==> src/rtl/xex_block_sequencer.sv <==
// Sector job sequencer: feeds host blocks one at a time into the XEX engine and returns results in order.
// Latency: start at edge N -> busy/mode from N+1, first in_rdy at N+2; engine result visible one cycle after out_rdy.
// Backpressure: wr_ready drops on full 2-entry FIFO or job quota reached; no new block issues while rd_valid is held.
// Optional build macro XEX_SEQ_WATCHDOG_EN adds a WAIT-state watchdog that aborts a stuck job with job_err.
module xex_block_sequencer #(
  parameter int MAX_BLOCKS = 32,
  parameter int WD_LIMIT   = 255
) (
  input  logic         clk,
  input  logic         n_rst,
  input  logic         cmd_start,
  input  logic         cmd_dec,
  input  logic [127:0] cmd_sector,
  input  logic [5:0]   cmd_nblocks,
  input  logic         wr_valid,
  output logic         wr_ready,
  input  logic [127:0] wr_data,
  output logic         rd_valid,
  input  logic         rd_ready,
  output logic [127:0] rd_data,
  output logic         job_busy,
  output logic         job_done,
  output logic         job_err,
  output logic [1:0]   xex_mode,
  output logic         xex_in_rdy,
  output logic [127:0] xex_sector,
  output logic [127:0] xex_data_in,
  input  logic         xex_out_rdy,
  input  logic         xex_busy,
  input  logic [127:0] xex_data_out
);

  // Elaboration-time guard on the parameter ranges the counters can represent
  if (MAX_BLOCKS < 1 || MAX_BLOCKS > 63 || WD_LIMIT < 2 || WD_LIMIT > 256) begin : g_bad_params
    $error("xex_block_sequencer: MAX_BLOCKS or WD_LIMIT out of range");
  end

  typedef enum logic [1:0] {S_IDLE, S_ISSUE, S_WAIT, S_DONE} state_t;

  state_t       state, state_nxt;
  logic         dir, err;
  logic [127:0] sector;
  logic [5:0]   nblocks, written, issued, received;
  logic [127:0] fifo_mem [2];
  logic         fifo_rd_ptr, fifo_wr_ptr;
  logic [1:0]   fifo_cnt;
  logic [127:0] hold, out_q;
  logic         out_vld;
  logic         start_acc, issue, capture, abort, finish, push;
  logic [5:0]   nb_clamped;

`ifdef XEX_SEQ_WATCHDOG_EN
  logic [7:0]   wd_cnt;
`endif

  assign nb_clamped = (cmd_nblocks > 6'(MAX_BLOCKS)) ? 6'(MAX_BLOCKS) : cmd_nblocks;
  assign push       = wr_valid && wr_ready;

  // State register
  always_ff @(posedge clk) begin
    if (!n_rst) state <= S_IDLE;
    else        state <= state_nxt;
  end

  // Next-state logic and per-cycle control strobes
  always_comb begin
    state_nxt = state;
    start_acc = 1'b0;
    issue     = 1'b0;
    capture   = 1'b0;
    abort     = 1'b0;
    finish    = 1'b0;
    case (state)
      S_IDLE: begin
        if (cmd_start) begin
          start_acc = 1'b1;
          state_nxt = (nb_clamped == 6'd0) ? S_DONE : S_ISSUE;
        end
      end
      S_ISSUE: begin
        if (fifo_cnt != 2'd0 && !xex_busy && !out_vld && issued < nblocks) begin
          issue     = 1'b1;
          state_nxt = S_WAIT;
        end
      end
      S_WAIT: begin
        if (xex_out_rdy) begin
          capture   = 1'b1;
          state_nxt = ((received + 6'd1) == nblocks) ? S_DONE : S_ISSUE;
        end
`ifdef XEX_SEQ_WATCHDOG_EN
        else if (wd_cnt == 8'(WD_LIMIT - 1)) begin
          abort     = 1'b1;
          state_nxt = S_DONE;
        end
`endif
      end
      S_DONE: begin
        if (!out_vld) begin
          finish    = 1'b1;
          state_nxt = S_IDLE;
        end
      end
      default: state_nxt = S_IDLE;
    endcase
  end

  // Job context, counters, input FIFO, data hold and output register
  always_ff @(posedge clk) begin
    if (!n_rst) begin
      dir         <= 1'b0;
      err         <= 1'b0;
      sector      <= '0;
      nblocks     <= '0;
      written     <= '0;
      issued      <= '0;
      received    <= '0;
      fifo_mem[0] <= '0;
      fifo_mem[1] <= '0;
      fifo_rd_ptr <= 1'b0;
      fifo_wr_ptr <= 1'b0;
      fifo_cnt    <= '0;
      hold        <= '0;
      out_q       <= '0;
      out_vld     <= 1'b0;
    end else begin
      if (start_acc) begin
        dir      <= cmd_dec;
        sector   <= cmd_sector;
        nblocks  <= nb_clamped;
        err      <= (nb_clamped == 6'd0);
        written  <= '0;
        issued   <= '0;
        received <= '0;
      end
      if (push) written <= written + 6'd1;
      if (issue) begin
        issued <= issued + 6'd1;
        hold   <= fifo_mem[fifo_rd_ptr];
      end
      if (capture) begin
        out_q    <= xex_data_out;
        out_vld  <= 1'b1;
        received <= received + 6'd1;
      end else if (out_vld && rd_ready) begin
        out_vld <= 1'b0;
      end
      if (abort) begin
        err     <= 1'b1;
        out_vld <= 1'b0;
      end
      // An aborted or freshly started job must not see stale blocks
      if (abort || start_acc) begin
        fifo_rd_ptr <= 1'b0;
        fifo_wr_ptr <= 1'b0;
        fifo_cnt    <= '0;
      end else begin
        if (push) begin
          fifo_mem[fifo_wr_ptr] <= wr_data;
          fifo_wr_ptr           <= ~fifo_wr_ptr;
        end
        if (issue) fifo_rd_ptr <= ~fifo_rd_ptr;
        case ({push, issue})
          2'b10:   fifo_cnt <= fifo_cnt + 2'd1;
          2'b01:   fifo_cnt <= fifo_cnt - 2'd1;
          default: fifo_cnt <= fifo_cnt;
        endcase
      end
    end
  end

`ifdef XEX_SEQ_WATCHDOG_EN
  // Watchdog: restarts at each block issue, counts cycles spent in WAIT
  always_ff @(posedge clk) begin
    if (!n_rst)                wd_cnt <= '0;
    else if (issue)            wd_cnt <= '0;
    else if (state == S_WAIT)  wd_cnt <= wd_cnt + 8'd1;
  end
`endif

  assign job_busy    = (state != S_IDLE);
  assign job_done    = finish;
  assign job_err     = finish && err;
  assign wr_ready    = job_busy && (fifo_cnt != 2'd2) && (written < nblocks);
  assign rd_valid    = out_vld;
  assign rd_data     = out_q;
  assign xex_mode    = (state == S_ISSUE || state == S_WAIT) ? {1'b1, dir} : 2'b00;
  assign xex_in_rdy  = issue;
  assign xex_sector  = sector;
  // FIFO head is presented during the issue strobe, the hold register keeps it stable afterwards
  assign xex_data_in = issue ? fifo_mem[fifo_rd_ptr] : hold;

endmodule

==> config.mk <==
export PLATFORM = sky130hd
export DESIGN_NAME = xex_block_sequencer
export DESIGN_NICKNAME = d
export VERILOG_FILES = /design/src/rtl/xex_block_sequencer.sv
export SDC_FILE = /design/constraint.sdc
export NUM_CORES = 1
export LEC_CHECK = 0
export ABC_CLOCK_PERIOD_IN_PS = 9100
export CORE_MARGIN = 2
export CORE_UTILIZATION = 28
export CTS_CLUSTER_SIZE = 20
export DETAILED_ROUTE_END_ITERATION = 8
export GPL_TIMING_DRIVEN = 0
export SYNTH_ARGS = -nofsm -noshare
export SYNTH_HDL_FRONTEND = slang
export SYNTH_SLANG_ARGS = --single-unit
==> constraint.sdc <==
create_clock -name clk -period 9.1 [get_ports clk]
set_input_delay 2.73 -clock clk [delete_from_list [all_inputs] [get_ports clk]]
set_output_delay 2.73 -clock clk [all_outputs]
set_load 0.005 [all_outputs]
== Word-level counts from Yosys, hierarchy flattened ==
Memories as Yosys holds them, arrays and structs flattened. A register that Yosys moved wholly into a read port is not among the register bits.
Index checks and enable logic that the tools add are counted.

* Output and inout bits: 392
* RAM bits: 256
* Input bits: 398
* Register bits after elaboration: 417
* Memories: 1
* Logic and storage cells: 95

{| class="wikitable"
|+ Memory list
! memory !! words !! width !! rd ports !! clocked after Yosys merged registers in !! write ports !! line !! RTL
|-
| fifo_mem || 2 || 128 || 1 || 1 || 2 || 44 || <nowiki>logic [127:0] fifo_mem [2];</nowiki>
|}

* Bitwise gates (word level): 3
* Equal/unequal tests: 11
* Reductions and logical operators: 23
* Multiplexer cells: 35
* $add $sub $neg: 5
* $lt $le $gt $ge: 3

{| class="wikitable"
|+ Operators with widths
! operator !! number
|-
| $mux W128 || 2
|-
| $reduce_or A128 Y1 || 1
|-
| $mux W6 || 5
|-
| $mux W1 || 19
|-
| $add A6 B1 Y6 const B || 3
|-
| $mux W2 || 7
|-
| $reduce_bool A2 Y1 || 7
|-
| $lt A6 B6 Y1 || 2
|-
| $ne A2 B2 Y1 const B || 5
|-
| $logic_and A1 B1 Y1 || 8
|-
| $pmux W2 S4 || 1
|-
| $eq A2 B2 Y1 const B || 3
|-
| $eq A6 B6 Y1 || 1
|-
| $gt A6 B6 Y1 const B || 1
|-
| $logic_not A6 Y1 || 1
|-
| $eq A2 B1 Y1 const B || 2
|-
| $pmux W2 S2 || 1
|-
| $reduce_and A4 Y1 || 1
|-
| $not A1 Y1 || 3
|-
| $add A2 B1 Y2 const B || 1
|-
| $logic_not A1 Y1 || 2
|-
| $logic_not A2 Y1 || 1
|-
| $reduce_or A2 Y1 || 1
|-
| $sub A2 B1 Y2 const B || 1
|-
| $logic_or A1 B1 Y1 || 1
|}

== Longest topological paths before layout ==
Gate-level depths: netlist of run 1.

* Depth in word-level cells: 10
* Mapped depth: 12
* Mapped depth without buffers: 10

== Worst setup path before layout of run 1 ==
No wires, ideal clock.

* Path kind: input port to flip-flop
* From: input wr_valid
* To: memory fifo_mem[0][0] (enable)
* Buffers on the path: 1
* Stages on the path: 6
* Required time: 8.591 ns
* Arrival: 6.704 ns
* Setup time: 0.509 ns
* Slack: 1.887 ns
* Path through: inv_1 -> a311oi_4 -> inv_2 -> nor3_4 -> buf_4 -> nand2b_1

{| class="wikitable"
|+ RTL lines
! item !! line !! RTL
|-
| start, declared || 15 || <nowiki>input logic wr_valid,</nowiki>
|-
| end, declared || 44 ||
|}

== Final worst setup path of run 1 ==
* From: input xex_busy
* To: output xex_data_in[96]

* Word-level cells in the longest chain between the ends: 7

{| class="wikitable"
|+ RTL lines
! item !! line !! RTL
|-
| start, declared || 29 || <nowiki>input logic xex_busy,</nowiki>
|-
| $logic_not A1 Y1 || 81 || <nowiki>if (fifo_cnt != 2'd0 && !xex_busy && !out_vld && issued < nblocks) begin</nowiki>
|-
| $logic_and A1 B1 Y1 (3 in series) || 81 ||
|-
| $mux W1 || 81 ||
|-
| $mux W1 || 73 || <nowiki>case (state)</nowiki>
|-
| $mux W128 || - ||
|-
| end, declared || 27 || <nowiki>output logic [127:0] xex_data_in,</nowiki>
|}

No other way between the ends.

==> results, run 1 <==
- The run finished with clean final reports.
- dfxtp_1 takes more of the synthesized area than any other cell.
- Dividing the final minimum period by the clock period gives 0.976.
- The path class of the tightest hold or removal check is reg -> reg.
- During placement, the flow inserted port buffers numbering 788.
- By area the synthesized netlist is led by dfxtp_1 (32%), edfxtp_1 (29%), nand2_1 (7.6%), a21oi_1 (7.6%), and2_1 (6.2%).
- Dividing the detail-routed wire length by the instance count gives 22.5 µm.
- The overall die area is 97100 µm².
- TritonCTS built the clock tree.
- The startpoint type of the worst setup path is an input port.
- STA puts the critical path data arrival time at 6.15 ns.
- The number of global-route vias before repair is 21900.
- The warning count from the yosys run is 0.
- Counting along the longest clock path gives a buffer depth of 3.
- The routed via count is 22700.
- After layout, the design draws a total of 8.17 mW.
- The power density over cell area is 211 nW/µm².
- The area growth from synthesis to layout is 46.2%.
- The share of flip-flops with an asynchronous set or reset after synthesis is 0.
- The minimum period implied by the final worst setup slack is 8.88 ns.
- The clock latency reported for the late side of the worst-skew pair is 0.64 ns.
- The number of buffers added by the clock tree synthesis step is 80.
- The unique cell type count in the Yosys netlist is 47.
- The count of state elements after synthesis is 674.
- The placed instance area is 36100 µm².
- The cell at the root of the clock tree is clkbuf_16.
- The core box area is 93600 µm².
- After detailed routing, the number of remaining DRC violations is 0.
- The number of cells produced by synthesis is 2616.
- The number of I/O pins is 790.
- Setup violations remaining at the end of the flow were counted as 0.
- The clock slew seen by the registers of the worst setup and hold paths is 0.06 ns.
- Max-cap violations in this run came to 0.
- The number of routed nets with antenna violations is 0.
- The headroom to the max-slew limit is 0.0671.
- The H-tree was split into 3 levels.
- The die boundary width is 312 µm.
- The setup slack of the worst register-to-register path is 4.59 ns.
- After synthesis, the most frequently instantiated cells are nand2_1 (536), dfxtp_1 (418), a21oi_1 (401).
- The maximum vdd drop is 0.140 mV.
- The average via count per standard cell is 4.70.
- The hold buffer count at CTS is 0.
- In the final layout, the share of cells above drive strength 1 is 0.0472.
- The kind of capture point of the worst setup path is a primary output.
- Among all cell types in the netlist, the one instantiated most often is nand2_1.
- The placed cell count is 4662.
- In this run the mean area of a mapped cell was 10.1 µm².
- The final hold violation count is 0.
- Yosys mapped a number of flops with a built-in enable equal to 256.
- The vertical die dimension is 312 µm.
- The HPWL reported at the end of detailed placement is 82.7 mm.
- The final layout contains routed wiring with a total length of 109 mm.
- Setup repair after global routing left no endpoint under its margin.
- In this run the worst path has a maximum fanout of 10.
- The final layout net count is 3907.
- The worst setup path is of the in -> out kind.
- The final sum of negative setup slack is 0 ns.
- The first-iteration detailed-routing DRC count is 1586.
- For the pin with the worst max-slew slack, the measured transition is 1.40 ns.
- The netlist area before placement is 26500 µm².
- The initial utilization of the core area, before any placement, comes to 0.283.
- The proportion of synthesized chip area in sequential cells is 0.606.
- Among all flip-flop cells after synthesis, the most frequent one is dfxtp_1.
- The final design instance area without fill is 38700 µm².
- For this run, the total global-route usage over all layers was measured as 0.218.
- The data required time at the worst endpoint is 6.37 ns.
- The routability congestion estimate is 0.925.
- The reported leakage power is 13.4 nW.
- The number of nets in the synthesized netlist is 3033.
- The post-layout instance count excluding filler cells is 4827.
- The initial antenna violation count is 25.
- The first detailed-routing pass took 5 iterations.
- The first global-routing pass estimated 154 mm of wire.
- Entering global routing, the biggest net connects 51 pins.
- The total congestion overflow after global routing is 0.
- The share of Yosys cell area claimed by the top area cell type is 0.316.
- Timing would allow up to 0.113 GHz.
- The floorplan row count is 112.
- Clock skew on the completed layout was measured at 0.0250 ns.
- The tree built by TritonCTS fans out to 674 sinks.
- The final-report max-slew violation count came to 0.
-- layout make-up --
| type | instances | area, µm² |
|---|---|---|
| diodes | 16 | 40.0 |
| plain buffers | 193 | 928 |
| clock buffers | 121 | 2330 |
| clock inverters | 28 | 289 |
| fillers | 9227 | 54900 |
| inverters | 15 | 56.3 |
| multi-input cells | 1734 | 9490 |
| flip-flops and latches | 674 | 16100 |
| well taps | 1254 | 1570 |
| repair buffers | 792 | 7980 |
-- state kept, by name (all words and copies together), names as in the netlist, 2 cells and up, named ones only --
register,flops
fifo_cnt,2
fifo_mem,256
hold,128
issued,6
nblocks,6
rd_data,128
received,6
state,2
written,6
xex_sector,128
-- worst max-delay path: stages --
cell	delay, ns
clkdlybuf4s50_1	0.52
nor4_1	0.44
o311a_1	0.26
buf_2	0.19
clkdlybuf4s15_1	0.73
buf_2	0.38
nor2_1	0.08
a21oi_1	0.24
clkdlybuf4s50_1	0.57
-- per-layer routing --
layer | up-vias | global-route usage | share of wire
met4 | 16 | 0.0757 | 0.027
met2 | 809 | 0.330 | 0.44
li1 | 10800 | - | -
met3 | 165 | 0.0751 | 0.095
met5 | - | 0 | 0.00095
met1 | 10900 | 0.287 | 0.44
-- worst paths after layout --
check | to | cells after the start | from
setup reg to reg | fifo_mem[1][121] | 11 | nblocks[4]
hold / removal | xex_sector[118] | 2 | xex_sector[118]
setup / recovery | xex_data_in[96] | 9 | xex_busy
hold reg to reg | xex_sector[118] | 2 | xex_sector[118]
-- timing repair --
| item | CTS | global route |
|---|---|---|
| buffers inserted | 0 | 0 |
| pin swaps | 0 | 0 |
| gates resized for setup | 2 | 2 |
| setup endpoints to repair | 19 | 4 |
-- power by group --
part	internal, mW	leakage (nW)	switching (mW)
clock	1.92	1.28	1.31
combinational	0.651	6.09	0.753
sequential	3.38	6.04	0.146
total	5.95	13.4	2.21
-- stage by stage --
stage	hold WS (ns)	util	setup slack, ns
after floorplan	0.432	-	1.89
after global placement	0.441	0.384	-1.49
after detailed placement	0.446	0.385	-0.476
after CTS	0.454	0.413	0.100
after global routing	0.466	0.414	0.00672
final	0.452	0.414	0.217
-- placed cells by master (no fill, tap or decap), types with 9 or more instances in the layout --
cell type,n
nor2_1,156
clkbuf_1,169
diode_2,16
buf_2,11
nand2_1,536
mux2i_1,128
edfxtp_1,256
dfxtp_1,418
ha_1,19
clkbuf_16,86
clkdlybuf4s50_1,788
and2_1,261
a21oi_1,401
buf_1,13
o21ai_0,20
buf_6,22
a211oi_1,129
clkinv_2,11
nor2b_1,9
inv_1,14
-- cells by family (layout without fill, tap and decap cells) --
kind of cell,count (synthesis),after routing,share of synthesized area
AOI/OAI and AO/OA,572,572,0.124
xor gates and xnor gates,12,12,0.00448
adders and majority gates,19,19,0.00897
buffers and inverters,208,1149,0.0368
DFF,674,674,0.606
muxes,128,128,0.0483
other,0,16,0
and+or+nand+nor,1003,1003,0.172
Note: power is estimated with default switching activity, not from simulation.
==> run 2, diff against run 1 <==
--- a/config.mk
+++ b/config.mk
@@ -11,6 +11,7 @@
 export CTS_CLUSTER_SIZE = 20
 export DETAILED_ROUTE_END_ITERATION = 8
 export GPL_TIMING_DRIVEN = 0
+export REMOVE_ABC_BUFFERS = 1
 export SYNTH_ARGS = -nofsm -noshare
 export SYNTH_HDL_FRONTEND = slang
 export SYNTH_SLANG_ARGS = --single-unit
==> results, run 2 (synthesized netlist as in run 1, its figures left out) <==
- The placed cell count is 4496 (-3.6%).
- The data required time at the worst endpoint is 6.37 ns (about the same).
- The average via count per standard cell is 4.60 (-2.1%).
- Setup repair after global routing left no endpoint under its margin.
- The cell family contributing the most delay on the critical path is buffers and inverters.
- The all-layer global routing usage is 0.188 (-0.0292).
- The most common cell after layout, fill and taps aside is clkdlybuf4s50_1.
- The worst-path cell with the longest stage delay is clkdlybuf4s50_1.
- The destination of the worst hold path is rd_data[2].
- Leaving out fill and tap cells, the most frequent cells in the layout are clkdlybuf4s50_1 (789), nand2_1 (534), dfxtp_1 (417).
- The critical register-to-register path endpoint is fifo_mem[0][122].
- The register bank with the most flops is fifo_mem.
- The final-report max-slew violation count is 0 (unchanged).
- The number of buffers added by the clock tree synthesis step was 78 (-2.5%).
- The H-tree level count is 3 (unchanged).
- The final setup violation count is 0 (unchanged).
- The worst hold path depth was 2 (unchanged).
- The number of flip-flops under the largest register name is 256 (unchanged).
- The total wire length after detailed routing is 94.7 mm (-13%).
- The die boundary width is 312 µm (unchanged).
- The total clock sinks is 674 (unchanged).
- The hold buffer count at CTS was 0 (unchanged).
- The routability congestion estimate is 0.864 (-6.6%).
- The initial antenna violation count was 38 (+52%).
- The final worst-path cycle share is 0.957 (-0.0192).
- The global-route wire length before repair is 137 mm (-11%).
- The first-iteration detailed-routing DRC count came to 1171 (-26%).
- The tightest min-delay check is of the reg -> reg type.
- The HPWL reported at the end of detailed placement was 65.3 mm (-21%).
- The count of cells along the worst register-to-register path was 9 (-2).
- The run finished with clean final reports.
- The clock latency reported for the late side of the worst-skew pair is 0.65 ns (about the same).
- The minimum period implied by the final worst setup slack is 8.71 ns (-0.174 ns).
- The number of global-route vias before repair came to 20300 (-7.3%).
- The number of routed nets with antenna violations came to 0 (unchanged).
- The arrival time at the worst endpoint is 5.98 ns (-0.17 ns).
- In this run the most critical hold path is launched from rd_data[2].
- The maximum buffer depth of the clock tree is 3 (unchanged).
- The buffers plus inverters on the worst setup path is 5 (unchanged).
- The clock slew seen by the registers of the worst setup and hold paths was 0.05 ns (about the same).
- The worst register-to-register path begins at nblocks[4].
- The number of max-capacitance violations reported came to 0 (unchanged).
- The setup clock skew after layout came to 0.0225 ns (-0.00250 ns).
- The routed via count is 21400 (-5.5%).
- The CTS tree is built.
- The path type of the worst setup path is in -> out.
- The vertical die dimension is 312 µm (unchanged).
- STA classifies the critical path endpoint as a primary output.
- The initial standard-cell utilization of the core is 0.283 (unchanged).
- The post-layout instance count excluding filler cells was 4658 (-3.5%).
- The overall die area is 97100 µm² (unchanged).
- The cell count along the critical path is 9 (unchanged).
- The final design instance area without fill is 38500 µm² (-0.63%).
- The number of I/O pins was 790 (unchanged).
- The maximum net fanout on the critical path is 88 (+78).
- The count of port buffers added during placement came to 789 (+0.13%).
- The reported leakage power is 13.3 nW (-0.84%).
- The final layout net count is 3743 (-4.2%).
- The maximum clock frequency is 0.115 GHz (+2.0%).
- The setup slack of the worst register-to-register path is 4.95 ns (+0.36 ns).
- The critical path's largest stage delay is 0.58 ns (-0.15 ns).
- The number of remaining DRC errors was 0 (unchanged).
- The core box area is 93600 µm² (unchanged).
- The power density over cell area is 206 nW/µm² (-2.1%).
- Traced cell by cell, the critical path runs through clkdlybuf4s50_1 -> nor4_4 -> o311a_4 -> buf_16 -> buf_12 -> buf_16 -> nor2_1 -> a21oi_1 -> clkdlybuf4s50_1.
- The startpoint type of the worst setup path is an input port.
- The signed area change from the synthesized netlist to the final layout is 45.3%.
- The number of iterations in the first detailed-routing pass is 4 (-1).
- The final core area utilization is 0.411 (-0.00261).
- The maximum number of pins on one net before global-route repair is 125 (+150%).
- The actual transition at the worst max-transition pin is 1.07 ns (-0.329 ns).
- The tree is rooted in a clkbuf_16.
- The floorplan row count is 112 (unchanged).
- The placed instance area is 35900 µm² (-0.50%).
- The headroom to the max-slew limit is 0.284 (+0.217).
- The routed wire length per instance is 20.3 µm (-9.8%).
- The fraction of final layout cells sized beyond drive strength 1 was 0.0502 (+0.00296).
- The total congestion overflow after global routing is 0 (unchanged).
- The critical path starts at xex_busy.
- The final hold violation count is 0 (unchanged).
- The maximum vdd drop is 0.124 mV (-11%).
-- run 2: layout make-up --
type                    instances  area, µm²
fillers                      9197      55100
flip-flops and latches        674      16100
multi-input cells            1736       9570
repair buffers                821       8690
clock buffers                 114       2310
well taps                    1254       1570
clock inverters                27        194
inverters                      15       63.8
diodes                         17       42.5
-- run 2: per-layer routing --
layer	vias to the layer above	wire, µm	GRT usage
met5	-	240	0
met4	36	4340	0.0941
met3	194	8750	0.0776
met2	634	46400	0.321
met1	10100	34900	0.200
li1	10500	-	-
-- run 2: what timing repair did --
item                       CTS  global route
buffers inserted             1             0
gates resized for setup      3             0
setup endpoints to repair   17             0
-- run 2: report_power, final --
group	internal (mW)	switching, mW	leakage [nW]
logic	0.658	0.704	6.02
clock network	1.80	1.29	1.23
registers	3.38	0.108	6.04
-- run 2: stage by stage --
stage                     hold slack, ns  TNS [ns]  worst slack [ns]  power (mW)
after global placement             0.441  -7083.96            -10.06        4.94
after detailed placement           0.445    -0.297            -0.136        4.92
after floorplan                    0.432  -1225.01             -4.00        4.08
after global routing               0.469         0             0.192        8.29
final                              0.452         0             0.392        7.94
after CTS                          0.453         0            0.0702        8.07
-- run 2: worst min-delay path, delay by kind of cell (launching register included) --
kind	cells	cell delay, ns
DFF	1	0.31
and+or+nand+nor	1	0.05
AOI/OAI and AO/OA	1	0.05
-- run 2: worst max path at each step --
stage | slack [ns] | end
5_1_grt | 0.19 | xex_data_in[102]
3_5_place_dp | -0.14 | xex_data_in[102]
6_report | 0.39 | xex_data_in[102]
4_1_cts | 0.07 | xex_data_in[102]
2_1_floorplan | -4.00 | xex_data_in[0]
3_3_place_gp | -10.06 | fifo_mem[1][100]
